### src/rtl/bldc_fg_emu_if.sv
`timescale 1ns/1ps
// bldc_fg_emu_if: PWM drive and enable in, tach and speed telemetry out
interface bldc_fg_emu_if #(
   parameter int WIN_LOG2 = 10,
   parameter int NCO_W    = 32
);
   logic                PWM;
   logic                EN;
   logic                FG;
   logic                FG_EDGE;
   logic [WIN_LOG2:0]   DUTY;
   logic                WIN_STB;
   logic [NCO_W-1:0]    SPEED;
   modport master (output PWM, EN, input FG, FG_EDGE, DUTY, WIN_STB, SPEED);
   modport slave  (input PWM, EN, output FG, FG_EDGE, DUTY, WIN_STB, SPEED);
endinterface

### src/rtl/bldc_fg_emu.sv
`timescale 1ns/1ps
// bldc_fg_emu: BLDC motor emulator turning PWM duty into a first-order-lagged speed and an FG tach wave
module bldc_fg_emu #(
   parameter int WIN_LOG2   = 10,
   parameter int K_SHIFT    = 4,
   parameter int GAIN_SHIFT = 4,
   parameter int NCO_W      = 32
) (
   input logic           CLK1,
   input logic           RESET_N,
   bldc_fg_emu_if.slave  bus
);
   localparam int SW = NCO_W + 2;
   logic                     pwm_m, pwm_s;
   logic [WIN_LOG2-1:0]      wcnt;
   logic [WIN_LOG2:0]        hcnt, duty;
   logic                     win_stb;
   logic [NCO_W-1:0]         speed, speed_nxt, phase;
   logic                     fg, fg_d;
   logic signed [NCO_W:0]    t, d, s0, s;
   logic signed [SW-1:0]     sum;
   // two-flop synchronizer for the asynchronous PWM input
   always_ff @(posedge CLK1 or negedge RESET_N)
      if (!RESET_N) {pwm_m, pwm_s} <= '0;
      else {pwm_m, pwm_s} <= {bus.PWM, pwm_m};
   // fixed-length duty window; the boundary cycle's sample is folded into DUTY
   always_ff @(posedge CLK1 or negedge RESET_N)
      if (!RESET_N) begin
         wcnt    <= '0;
         hcnt    <= '0;
         duty    <= '0;
         win_stb <= 1'b0;
      end else begin
         wcnt    <= wcnt + 1'b1;
         win_stb <= &wcnt;
         hcnt    <= &wcnt ? '0 : hcnt + (WIN_LOG2+1)'(pwm_s);
         if (&wcnt) duty <= hcnt + (WIN_LOG2+1)'(pwm_s);
      end
   // lag filter step toward target, with a +/-1 floor so SPEED lands exactly on target
   always_comb begin
      t         = bus.EN ? ({{(NCO_W-WIN_LOG2){1'b0}}, duty} << GAIN_SHIFT) : '0;
      d         = t - $signed({1'b0, speed});
      s0        = d >>> K_SHIFT;
      s         = (d != 0 && s0 == 0) ? (d[NCO_W] ? '1 : (NCO_W+1)'(1)) : s0;
      sum       = $signed({2'b00, speed}) + $signed({s[NCO_W], s});
      speed_nxt = sum[SW-1] ? '0 : sum[NCO_W] ? '1 : sum[NCO_W-1:0];
   end
   // speed only moves in the strobe cycle that follows each window
   always_ff @(posedge CLK1 or negedge RESET_N)
      if (!RESET_N) speed <= '0;
      else if (win_stb) speed <= speed_nxt;
   // NCO: phase MSB registered as FG, delayed copy for rising-edge detect
   always_ff @(posedge CLK1 or negedge RESET_N)
      if (!RESET_N) begin
         phase <= '0;
         fg    <= 1'b0;
         fg_d  <= 1'b0;
      end else begin
         phase <= phase + speed;
         fg    <= phase[NCO_W-1];
         fg_d  <= fg;
      end
   assign bus.FG      = fg;
   assign bus.FG_EDGE = fg & ~fg_d;
   assign bus.DUTY    = duty;
   assign bus.WIN_STB = win_stb;
   assign bus.SPEED   = speed;
endmodule

### src/flat_wrapper.sv
// flat-port wrapper written by rule: the top's interface ports become plain ports
module bldc_fg_emu_flat 
#(
   parameter int WIN_LOG2   = 10,
   parameter int K_SHIFT    = 4,
   parameter int GAIN_SHIFT = 4,
   parameter int NCO_W      = 32
)
  (CLK1, RESET_N, bus_PWM, bus_EN, bus_FG, bus_FG_EDGE, bus_DUTY, bus_WIN_STB, bus_SPEED);
  bldc_fg_emu_if #(.WIN_LOG2(WIN_LOG2), .NCO_W(NCO_W)) bus_i ();
  input logic CLK1;
  input logic RESET_N;
  input wire logic [$bits(bus_i.PWM)-1:0] bus_PWM;
  input wire logic [$bits(bus_i.EN)-1:0] bus_EN;
  output wire logic [$bits(bus_i.FG)-1:0] bus_FG;
  output wire logic [$bits(bus_i.FG_EDGE)-1:0] bus_FG_EDGE;
  output wire logic [$bits(bus_i.DUTY)-1:0] bus_DUTY;
  output wire logic [$bits(bus_i.WIN_STB)-1:0] bus_WIN_STB;
  output wire logic [$bits(bus_i.SPEED)-1:0] bus_SPEED;
  assign bus_i.PWM = bus_PWM;
  assign bus_i.EN = bus_EN;
  assign bus_FG = bus_i.FG;
  assign bus_FG_EDGE = bus_i.FG_EDGE;
  assign bus_DUTY = bus_i.DUTY;
  assign bus_WIN_STB = bus_i.WIN_STB;
  assign bus_SPEED = bus_i.SPEED;
  bldc_fg_emu #(.WIN_LOG2(WIN_LOG2), .K_SHIFT(K_SHIFT), .GAIN_SHIFT(GAIN_SHIFT), .NCO_W(NCO_W)) u_core (.CLK1(CLK1), .RESET_N(RESET_N), .bus(bus_i));
endmodule
### config.mk
export PLATFORM = sky130hd
export DESIGN_NAME = bldc_fg_emu_flat
export DESIGN_NICKNAME = d
export VERILOG_FILES = /design/src/rtl/bldc_fg_emu_if.sv /design/src/rtl/bldc_fg_emu.sv /design/src/flat_wrapper.sv
export SDC_FILE = /design/constraint.sdc
export NUM_CORES = 1
export LEC_CHECK = 0
export ABC_CLOCK_PERIOD_IN_PS = 12680
export CAP_MARGIN = 20
export CORE_MARGIN = 3
export CORE_UTILIZATION = 60
export DETAILED_ROUTE_END_ITERATION = 10
export GPL_TIMING_DRIVEN = 0
export PLACE_DENSITY = 0.81
export SYNTH_ARGS = -nofsm -noshare
export SYNTH_HDL_FRONTEND = slang
export SYNTH_SLANG_ARGS = --single-unit
### constraint.sdc
create_clock -name CLK1 -period 12.68 [get_ports CLK1]
set_input_delay 2.536 -clock CLK1 [delete_from_list [all_inputs] [get_ports CLK1]]
set_output_delay 2.536 -clock CLK1 [all_outputs]
set_load 0.01 [all_outputs]
==> metrics list <==
- Relative slew slack: 29.05%
* Clock Root Buffer: clkbuf_16
- CTS Hold Bufs: 0
- Detailed-route vias per instance: 6.064
- Initial cell density of the core: 62.25%
- At the later pin of the worst-skew pair, clock insertion delay measures 0.36 ns.
* Last weighted congestion value of the routability-driven placer: 0.9216
- Along the worst path, the maximum fanout reaches 10.
- Via total after detailed routing: 6,695
- Unrepaired setup endpoints after global routing: no
- STA classifies the critical path endpoint as a flip-flop.
- Half-perimeter wire length after placement: 13,600 um
- Global routing consumed, over all layers together, 25.62% of the routing resources.
* Post-DRT Antenna Nets: 0
- Worst hold slack: 0.3705 ns
* Number of levels the H-tree was split into: 3
* Fraction of final layout cells sized beyond drive strength 1: 11.27%
* Reported max-cap violation count: 0
- Buf+Inv Stages, Crit Path: 4
- The floorplan has 41 rows.
- Flop and latch count out of synthesis: 101
- The number of max-slew violations in the final report came to 0.
* Wire per inst: 16.54 um
- Mapped Cells: 865
- Gates resized during post-CTS repair numbered 0.
* Total of warnings raised by yosys: 0
- In this run the most critical hold path is launched from u_core.pwm_m.
* Antenna violations before repair: 1
- 0 antenna diodes ended up in the layout.
- After layout, the design draws a total of 0.6538 mW.
* Setup-failing EPs final: 0
- Launch point of the worst reg-to-reg path: u_core.bus.SPEED[8]
- In this run the static leakage power is 4.100 nW.
- After synthesis the cells add up to 7984 um2.
* Critical Setup Path Class: in2reg
* Final number of hold-violating endpoints: 0
* Cell family with most CP delay: compound AO/OA/AOI/OAI gates
- Mean Syn Cell Area: 9.230 um2
* Largest incremental delay on the critical path: 0.48 ns
- Startpoint class of the critical path: input pin
- Area of the core: 12,820 um2
- CTS Sinks: 101
- For hold timing, the worst endpoint is u_core.pwm_s.
- Instance count along the most critical hold path: 0
- Number of ports placed on the die boundary: 50
- Grt ovf: 0
- Filler instances: 994
- Synthesis produced a netlist with a net count of 950.
- Part of the Yosys area used for sequential elements: 31.66%
- The first detailed-routing pass took 5 iterations.
* TritonCTS Buffers: 9
- Drt initial violations: 488
- The routed design could run at a clock period as short as 8.377 ns.
- CTS tree: yes
- Setup slack on the worst reg-to-reg path comes out at 6.61 ns.
- The worst register-to-register path ends at u_core.bus.SPEED[31].
- Global-route wire length before repair: 30,370 um
- Highest-delay cell along the critical path: clkdlybuf4s50_1
- The clock passes through at most 2 buffers.
- Die area: 14,730 um2
- After clock tree synthesis, the clock-pin slew on the worst setup and hold paths is 0.08 ns.
- Entering global routing, the biggest net connects 52 pins.
- Yosys mapped the design onto 77 distinct sky130hd cell types.
- The worst path uses 66.06% of the clock period.
- Counting flops with an async set or reset pin after synthesis yields a share of 100.0%.
- The min-delay analysis places its worst path in the category reg2reg.
- In the synthesized netlist the dominant register cell turns out to be dfrtp_1.
- DRC: 0
- STA puts the critical path data required time at 12.96 ns.
- The number of cells on the worst reg-to-reg path is 26.
- Syn-to-layout area delta: 12.93%
- The clock arrives with 0.01167 ns of skew.
* Vertical extent of the die: 121.4 um
- At the pin with the least slew margin, the transition time is 1.054 ns.
- Wire length reported by the detailed router: 18,260 um
* # Post-CTS Setup Buffers: 0
- Net count of the finished layout: 1,012
- The worst-case IR drop observed on VDD is 0.0001005 V.
- Vias in the first global route: 6,211
- Setup TNS: 0 ns
- Yosys mapped a number of flops with a built-in enable equal to 0.
- In this run the power density over the cells is 72.51 nW/um2.
- Result of the run: finished, final reports clean
- Input and output buffers added on the ports amount to 49.
- Derived from the worst setup path, the maximum achievable clock frequency is 119.4 MHz.
- The die is 121.4 um wide.
- WP data arrival: 8.66 ns
[stage by stage]
| stage | util [%] | cells | cell area [um2] | setup WS (ns) |
|---|---|---|---|---|
| 4_1_cts | 70.20 | 1103 | 9004 | 4.323 |
| 5_1_grt | 70.30 | 1104 | 9016 | 3.875 |
| 6_report | 70.30 | 1104 | 9016 | 4.303 |
| 3_3_place_gp | 67.76 | 1086 | 8690 | 4.016 |
| 3_5_place_dp | 67.95 | 1087 | 8715 | 4.004 |
| 2_1_floorplan | - | 865 | 7984 | 5.368 |
[logic make-up after synthesis]
group	share of synthesized area, %
xor gates and xnor gates	9.748
muxes	0.2821
adders and majority gates	12.88
buffers and inverters	4.310
DFF	31.66
and+or+nand+nor	17.50
AOI/OAI and AO/OA	23.62
[flip-flops by register name, indices dropped and copies added (netlist names)]
| register | cells |
|---|---|
| u_core.bus.SPEED | 32 |
| u_core.pwm_s | 1 |
| u_core.hcnt | 11 |
| u_core.phase | 32 |
| u_core.wcnt | 10 |
| u_core.fg_d | 1 |
| u_core.bus.FG | 1 |
| u_core.pwm_m | 1 |
| u_core.bus.DUTY | 11 |
| u_core.bus.WIN_STB | 1 |
[cell usage in the layout, fill, tap and decap left out, types with 15 or more instances in the layout]
cell	instances
nand2_1	42
clkdlybuf4s50_1	48
dfrtp_1	101
nor3_1	15
a21o_1	35
nand3_1	30
a21oi_1	57
o21ai_0	32
inv_1	53
nor2_1	85
xor2_1	30
ha_1	79
o22ai_2	30
xnor2_1	57
[worst max-delay path by stage]
stage,startpoint,slack (ns),endpoint,cells past startpoint
2_1_floorplan,bus_EN,5.37,u_core.bus.SPEED[26],26
3_3_place_gp,bus_EN,4.02,u_core.bus.SPEED[31],28
3_5_place_dp,bus_EN,4.00,u_core.bus.SPEED[22],28
4_1_cts,bus_EN,4.32,u_core.bus.SPEED[31],28
5_1_grt,bus_EN,3.87,u_core.bus.SPEED[31],28
6_report,bus_EN,4.30,u_core.bus.SPEED[31],28
[cell usage after synthesis (all sizes together), types with 3 or more instances]
cell type    n  area [um2]
nor2        97       394.1
a21o        35       262.8
ha          79       988.5
xnor2       57       499.2
dfrtp      101        2527
nor4         7       73.82
o221ai       3       32.53
a21oi       63       337.8
or4          4       33.78
and2        14       90.09
a31oi       10       68.81
nor2b       13       83.83
o21ai       34       181.4
or3          7       48.80
o21a        14       105.1
nand2b       9       56.30
xor2        31       279.0
nand2       43       168.9
o211ai       4       30.03
buf         11       100.1
and3        10       62.56
nor3        15       75.07
a211oi       8       60.06
a211o        4       35.03
or2          4       25.02
nand4        6       37.54
nand3       31       160.1
clkbuf       9       33.78
o21bai       6       45.04
a2111oi      5       43.79
o22ai       35       406.6
a22oi        3       22.52
a21boi       4       30.03
o31ai        6       50.05
inv         55       206.5
[power breakdown]
part / internal [mW] / switching [mW]
Sequential: 0.332 / 0.00935
Combinational: 0.0132 / 0.0215
Clock: 0.138 / 0.139
Total: 0.484 / 0.170
[final cells by class]
| cell class | count | area (um2) | share of cell area [%] |
|---|---|---|---|
| inverter | 56 | 210.2 | 2.331 |
| multi-input combinational | 688 | 5112 | 56.70 |
| buffer | 20 | 133.9 | 1.485 |
| timing repair buffer | 51 | 528.0 | 5.856 |
| tap | 172 | 215.2 | 2.387 |
| clock inverter | 7 | 63.81 | 0.7077 |
| clock buffer | 9 | 225.2 | 2.498 |
| sequential | 101 | 2527 | 28.03 |
[routing by layer]
layer / GRT usage [%] / share of wire [%]
met5: 0 / 0.071
met4: 6.723 / 1.8
met3: 5.734 / 5.7
met2: 39.34 / 46
met1: 36.70 / 47
Note: power is estimated with default switching activity, not from simulation.
